$ cat config.mk
export PLATFORM = sky130hd
export DESIGN_NAME = mac_acc_ctrl_flat
export DESIGN_NICKNAME = d
export VERILOG_FILES = /design/src/rtl/mac_acc_ctrl_if.sv /design/src/rtl/mac_acc_ctrl.sv /design/src/flat_wrapper.sv
export SDC_FILE = /design/constraint.sdc
export NUM_CORES = 1
export LEC_CHECK = 0
export CAP_MARGIN = 10
export CORE_ASPECT_RATIO = 0.9
export CORE_MARGIN = 1.5
export CORE_UTILIZATION = 45
export CTS_CLUSTER_DIAMETER = 40
export DETAILED_ROUTE_END_ITERATION = 8
export MAX_ROUTING_LAYER = met4
export PLACE_DENSITY = 0.95
export SLEW_MARGIN = 20
export SYNTH_ARGS = -nofsm -noshare
export SYNTH_HDL_FRONTEND = slang
export SYNTH_SLANG_ARGS = --single-unit
$ cat constraint.sdc
create_clock -name clk -period 3.3 [get_ports clk]
set_input_delay 0.66 -clock clk [delete_from_list [all_inputs] [get_ports clk]]
set_output_delay 0.66 -clock clk [all_outputs]
set_load 0.02 [all_outputs]
$ cat src/rtl/mac_acc_ctrl_if.sv
// Operand, adder and result signals of the MAC accumulator controller.
// master = upstream driver plus adder stage, slave = mac_acc_ctrl.
interface mac_acc_ctrl_if #(
  parameter int DATA_W = 8,
  parameter int CNT_W  = 8
);
  logic              start;
  logic [CNT_W-1:0]  len;
  logic              op_valid;
  logic              op_ready;
  logic [DATA_W-1:0] op_data;
  logic              op_sub;
  logic [DATA_W-1:0] add_a;
  logic [DATA_W-1:0] add_b;
  logic              add_s;
  logic [DATA_W-1:0] add_out;
  logic              add_carry;
  logic              res_valid;
  logic              res_ready;
  logic [DATA_W-1:0] res_data;
  logic              res_ovf;
  logic              busy;

  modport master (
    output start, len, op_valid, op_data, op_sub, add_out, add_carry, res_ready,
    input  op_ready, add_a, add_b, add_s, res_valid, res_data, res_ovf, busy
  );

  modport slave (
    input  start, len, op_valid, op_data, op_sub, add_out, add_carry, res_ready,
    output op_ready, add_a, add_b, add_s, res_valid, res_data, res_ovf, busy
  );
endinterface

$ cat src/rtl/mac_acc_ctrl.sv
// Length-counted accumulator driving the 8-bit add/sub stage; result on valid/ready.
// Optional MAC_ACC_SAT_EN: saturate toward the accumulator sign on signed overflow.
module mac_acc_ctrl #(
  parameter int DATA_W = 8,
  parameter int CNT_W  = 8
) (
  input  logic          clk,
  input  logic          rst_n,
  mac_acc_ctrl_if.slave bus
);

  typedef enum logic [1:0] {IDLE, ACCUM, DONE} state_t;

  state_t            state;
  logic [DATA_W-1:0] acc;
  logic [DATA_W-1:0] next_acc;
  logic [CNT_W-1:0]  cnt;
  logic              ovf;
  logic              op_ready_q;
  logic              res_valid_q;
  logic              busy_q;
  logic              beat;

  assign beat = bus.op_valid & op_ready_q;

  always_comb begin
    next_acc = bus.add_out;
`ifdef MAC_ACC_SAT_EN
    // Overflow can only occur in the direction of acc's sign.
    if (bus.add_carry)
      next_acc = acc[DATA_W-1] ? {1'b1, {(DATA_W-1){1'b0}}}
                               : {1'b0, {(DATA_W-1){1'b1}}};
`endif
  end

  always_ff @(posedge clk or negedge rst_n) begin
    if (!rst_n) begin
      state       <= IDLE;
      acc         <= '0;
      cnt         <= '0;
      ovf         <= 1'b0;
      op_ready_q  <= 1'b0;
      res_valid_q <= 1'b0;
      busy_q      <= 1'b0;
    end else begin
      case (state)
        IDLE: begin
          if (bus.start) begin
            acc    <= '0;
            ovf    <= 1'b0;
            cnt    <= bus.len;
            busy_q <= 1'b1;
            if (bus.len != '0) begin
              state      <= ACCUM;
              op_ready_q <= 1'b1;
            end else begin
              state       <= DONE;
              res_valid_q <= 1'b1;
            end
          end
        end
        ACCUM: begin
          if (beat) begin
            acc <= next_acc;
            ovf <= ovf | bus.add_carry;
            cnt <= cnt - 1'b1;
            if (cnt == {{(CNT_W-1){1'b0}}, 1'b1}) begin
              state       <= DONE;
              op_ready_q  <= 1'b0;
              res_valid_q <= 1'b1;
            end
          end
        end
        DONE: begin
          if (bus.res_ready) begin
            state       <= IDLE;
            res_valid_q <= 1'b0;
            busy_q      <= 1'b0;
          end
        end
        default: begin
          state       <= IDLE;
          op_ready_q  <= 1'b0;
          res_valid_q <= 1'b0;
          busy_q      <= 1'b0;
        end
      endcase
    end
  end

  assign bus.op_ready  = op_ready_q;
  assign bus.add_a     = acc;
  assign bus.add_b     = bus.op_data;
  assign bus.add_s     = bus.op_sub;
  assign bus.res_valid = res_valid_q;
  assign bus.res_data  = acc;
  assign bus.res_ovf   = ovf;
  assign bus.busy      = busy_q;

endmodule

$ cat src/flat_wrapper.sv
// flat-port wrapper written by rule: the top's interface ports become plain ports
module mac_acc_ctrl_flat 
#(
  parameter int DATA_W = 8,
  parameter int CNT_W  = 8
)
  (clk, rst_n, bus_start, bus_len, bus_op_valid, bus_op_data, bus_op_sub, bus_add_out, bus_add_carry, bus_res_ready, bus_op_ready, bus_add_a, bus_add_b, bus_add_s, bus_res_valid, bus_res_data, bus_res_ovf, bus_busy);
  mac_acc_ctrl_if #(.DATA_W(DATA_W), .CNT_W(CNT_W)) bus_i ();
  input  logic clk;
  input  logic rst_n;
  input wire logic [$bits(bus_i.start)-1:0] bus_start;
  input wire logic [$bits(bus_i.len)-1:0] bus_len;
  input wire logic [$bits(bus_i.op_valid)-1:0] bus_op_valid;
  input wire logic [$bits(bus_i.op_data)-1:0] bus_op_data;
  input wire logic [$bits(bus_i.op_sub)-1:0] bus_op_sub;
  input wire logic [$bits(bus_i.add_out)-1:0] bus_add_out;
  input wire logic [$bits(bus_i.add_carry)-1:0] bus_add_carry;
  input wire logic [$bits(bus_i.res_ready)-1:0] bus_res_ready;
  output wire logic [$bits(bus_i.op_ready)-1:0] bus_op_ready;
  output wire logic [$bits(bus_i.add_a)-1:0] bus_add_a;
  output wire logic [$bits(bus_i.add_b)-1:0] bus_add_b;
  output wire logic [$bits(bus_i.add_s)-1:0] bus_add_s;
  output wire logic [$bits(bus_i.res_valid)-1:0] bus_res_valid;
  output wire logic [$bits(bus_i.res_data)-1:0] bus_res_data;
  output wire logic [$bits(bus_i.res_ovf)-1:0] bus_res_ovf;
  output wire logic [$bits(bus_i.busy)-1:0] bus_busy;
  assign bus_i.start = bus_start;
  assign bus_i.len = bus_len;
  assign bus_i.op_valid = bus_op_valid;
  assign bus_i.op_data = bus_op_data;
  assign bus_i.op_sub = bus_op_sub;
  assign bus_i.add_out = bus_add_out;
  assign bus_i.add_carry = bus_add_carry;
  assign bus_i.res_ready = bus_res_ready;
  assign bus_op_ready = bus_i.op_ready;
  assign bus_add_a = bus_i.add_a;
  assign bus_add_b = bus_i.add_b;
  assign bus_add_s = bus_i.add_s;
  assign bus_res_valid = bus_i.res_valid;
  assign bus_res_data = bus_i.res_data;
  assign bus_res_ovf = bus_i.res_ovf;
  assign bus_busy = bus_i.busy;
  mac_acc_ctrl #(.DATA_W(DATA_W), .CNT_W(CNT_W)) u_core (.clk(clk), .rst_n(rst_n), .bus(bus_i));
endmodule
==> reports/qor.csv <==
stage,metric,value,unit
cts,cts_root_buffer,clkbuf_4,
sta,max_slew_margin,0.550,
power_and_ir_drop,switching_share,0.432,
cells_and_area,finish.utilization,0.605,
sta,setup_viol,0,
detailed_routing,ant_nets,0,
synthesis,synthCells,134,
sta,rsz0062_at_grt,false,
sta,setup_tns,0,ps
synthesis,synth-seq-cells,22,
synthesis,yosysSeqAreaShare,0.404,
detailed_routing,routed_wl,3340,um
cells_and_area,multi_input_area,627,sq um
critical_path,end_kind,flip-flop,
floorplan,die_y,55.2,um
sta,hold_viol_final,0,
power_and_ir_drop,power,1530,uW
detailed_routing,via_per_inst,6.25,
floorplan,die_width,61.0,um
power_and_ir_drop,share_comb_of_total_power,0.555,
synthesis,syn_area_per_cell,10.2,sq um
synthesis,synthTopCellsByArea,"dfrtp_1 (40%), buf_4 (9.4%), a22o_1 (5.1%)",
cells_and_area,layout.nets,191,
grt,grt_max_degree,23,
place,port-buffer-count,41,
grt,antenna_found_initial,0,
detailed_routing,via_count,1231,
critical_path,crit_type,in2reg,
flow_run,drv_cap,0,
cts,clock-sinks,22,
place,gp_congestion,0.905,
cells_and_area,seqCellArea,551,sq um
cts,post_cts_resized,0,
cts,clk_pin_slew_worst_paths,130,ps
floorplan,rows,18,
synthesis,synth.distinct_cells,39,
cts,htree_levels,1,
synthesis,yosys_warnings,0,
cells_and_area,drive_gt1_frac,0.0764,
sta,max_freq,0.470,GHz
cells_and_area,n_fill_cell,247,
floorplan,dieArea,3370,sq um
power_and_ir_drop,p_sw,662,uW
sta,post-route-period-util,0.645,
cells_and_area,n_antenna_cell,0,
power_and_ir_drop,p_leak,0.000685,uW
cts,cts_hold_buf,0,
cells_and_area,final_common_cell,clkdlybuf4s50_1,
synthesis,synth_top_area_frac,0.404,
grt,grt_pass1_vias,1147,
cells_and_area,syn_to_final_growth,24.9,%
cts,cts_buffer_depth,2,
power_and_ir_drop,power.share.clock,0.100,
grt,grt_usage,0.219,
cells_and_area,layout_common_cells,"clkdlybuf4s50_1 (40), dfrtp_1 (22), a22o_1 (8)",
outcome,outcome,"complete, no violations",
synthesis,syn_nets,167,
synthesis,syn-cell-area,1360,sq um
place,dp_hpwl,2450,um
floorplan,pin_count,60,
floorplan,coreArea,2820,sq um
cts,cts_setup_buffers,0,
critical_path,critPathArrivalTime,2350,ps
detailed_routing,wire_per_inst,17.0,um
critical_path,worst-path-max-fanout,18,
sta,slew_violations,0,
grt,grt-ovfl-total,0,
sta,fin_crit,2130,ps
critical_path,required,3520,ps
cts,cts_tree,yes,
cts,worstSkewPairLatency,310,ps
power_and_ir_drop,seq_power_share,0.345,
hold_path,min_path_type,in2async,
sta,finClkSkew,11.3,ps
critical_path,reg2reg_slack,1280,ps
detailed_routing,drtPass1Iterations,4,
detailed_routing,drc,0,
critical_path,crit_path_start_kind,input pin,
power_and_ir_drop,p_int,868,uW
power_and_ir_drop,cellPowerDensity,898,nW/um^2
power_and_ir_drop,ir_drop,367,uV
floorplan,start_util,0.484,
sta,tightest_slew,675,ps
detailed_routing,drt_iter0_markers,106,
cts,cts_buffers,3,
synthesis,synth_top_area_cell,dfrtp_1,
grt,grt_pass1_wl,5490,um
synthesized netlist by cell type:
master and n:
or2_2 1, inv_1 7, nand3b_1 3, a211o_1 2
a21oi_1 2, and2_1 2, buf_6 1, dfrtp_1 22
nor4_1 1, nor3_1 4, or3b_2 1, nand4b_1 1
ha_1 2, nand2_1 4, nor3b_1 2, nor3_2 1
a2111oi_4 1, nand2b_1 2, o32ai_1 1, or4_1 4
a22o_1 8, a221oi_1 1, nor4bb_1 5, or3_1 1
nor2_2 1, o211a_1 1, buf_2 2, a311oi_1 3
o21ai_0 5, a211oi_1 5, nor2b_1 1, o22ai_1 1
buf_4 17, o211ai_1 3, nor2_1 5, clkbuf_1 3
and4b_1 3, a2111oi_0 4, or3b_4 1
power groups by stage:
stage	registers [uW]	logic [uW]	clock network (uW)
after detailed placement	530	844	0
final	528	849	153
after global routing	547	924	171
after CTS	525	850	155
after floorplan	579	511	0
after global placement	519	826	0
final cells by class:
class	instances	area share
Timing Repair Buffer	42	0.242
Tap cell	40	0.0294
Inverter	7	0.0154
Clock buffer	4	0.0213
Sequential cell	22	0.323
Multi-Input combinational cell	82	0.368
layer usage:
layer / GRT usage / wire length [um]
met4: 0.0559 / 23
met2: 0.351 / 1570
met1: 0.286 / 1390
met3: 0.0328 / 352
met5: - / 0
cell families after synthesis:
| logic type | count (synthesis) | synth area share |
|---|---|---|
| DFF | 22 | 0.404 |
| buffers and inverters | 30 | 0.137 |
| AOI/OAI and AO/OA | 37 | 0.224 |
| and+or+nand+nor | 43 | 0.217 |
| adders and majority gates | 2 | 0.0183 |
flip-flops by register name, summed over array words and instances, names as in the netlist:
register and count:
u_core.state 2, u_core.cnt 8, u_core.bus.op_ready 1, u_core.bus.res_ovf 1, u_core.bus.busy 1, u_core.bus.res_valid 1
u_core.bus.add_a 8
worst max-delay path: stages:
cell and delay (ps):
clkdlybuf4s50_1 520, and4b_1 660, nor2_2 210, a221oi_1 290
stage by stage:
stage | cell area [sq um] | setup slack (ps) | instances | hold slack [ps]
after floorplan | 1360 | 1600 | 134 | 364
after global placement | 1670 | 932 | 193 | 495
after detailed placement | 1670 | 848 | 193 | 503
after CTS | 1710 | 1180 | 197 | 532
after global routing | 1700 | 1080 | 197 | 313
final | 1700 | 1170 | 197 | 278
path summary, 6_finish.rpt:
check | startpoint | to | cells past startpoint
worst max-delay path | bus_op_valid | u_core.cnt[1]$_DFFE_PN0P_ | 4
worst min-delay path | rst_n | u_core.cnt[6]$_DFFE_PN0P_ | 1
max in group asynchronous | rst_n | u_core.bus.op_ready$_DFFE_PN0P_ | 1
min in group clk | u_core.bus.res_ovf$_DFFE_PN0P_ | u_core.bus.res_ovf$_DFFE_PN0P_ | 2
worst max register to register | u_core.state[0]$_DFFE_PN0P_ | u_core.cnt[1]$_DFFE_PN0P_ | 3
worst min register to register | u_core.bus.res_ovf$_DFFE_PN0P_ | u_core.bus.res_ovf$_DFFE_PN0P_ | 2
Power figures use the tool's default switching activity.
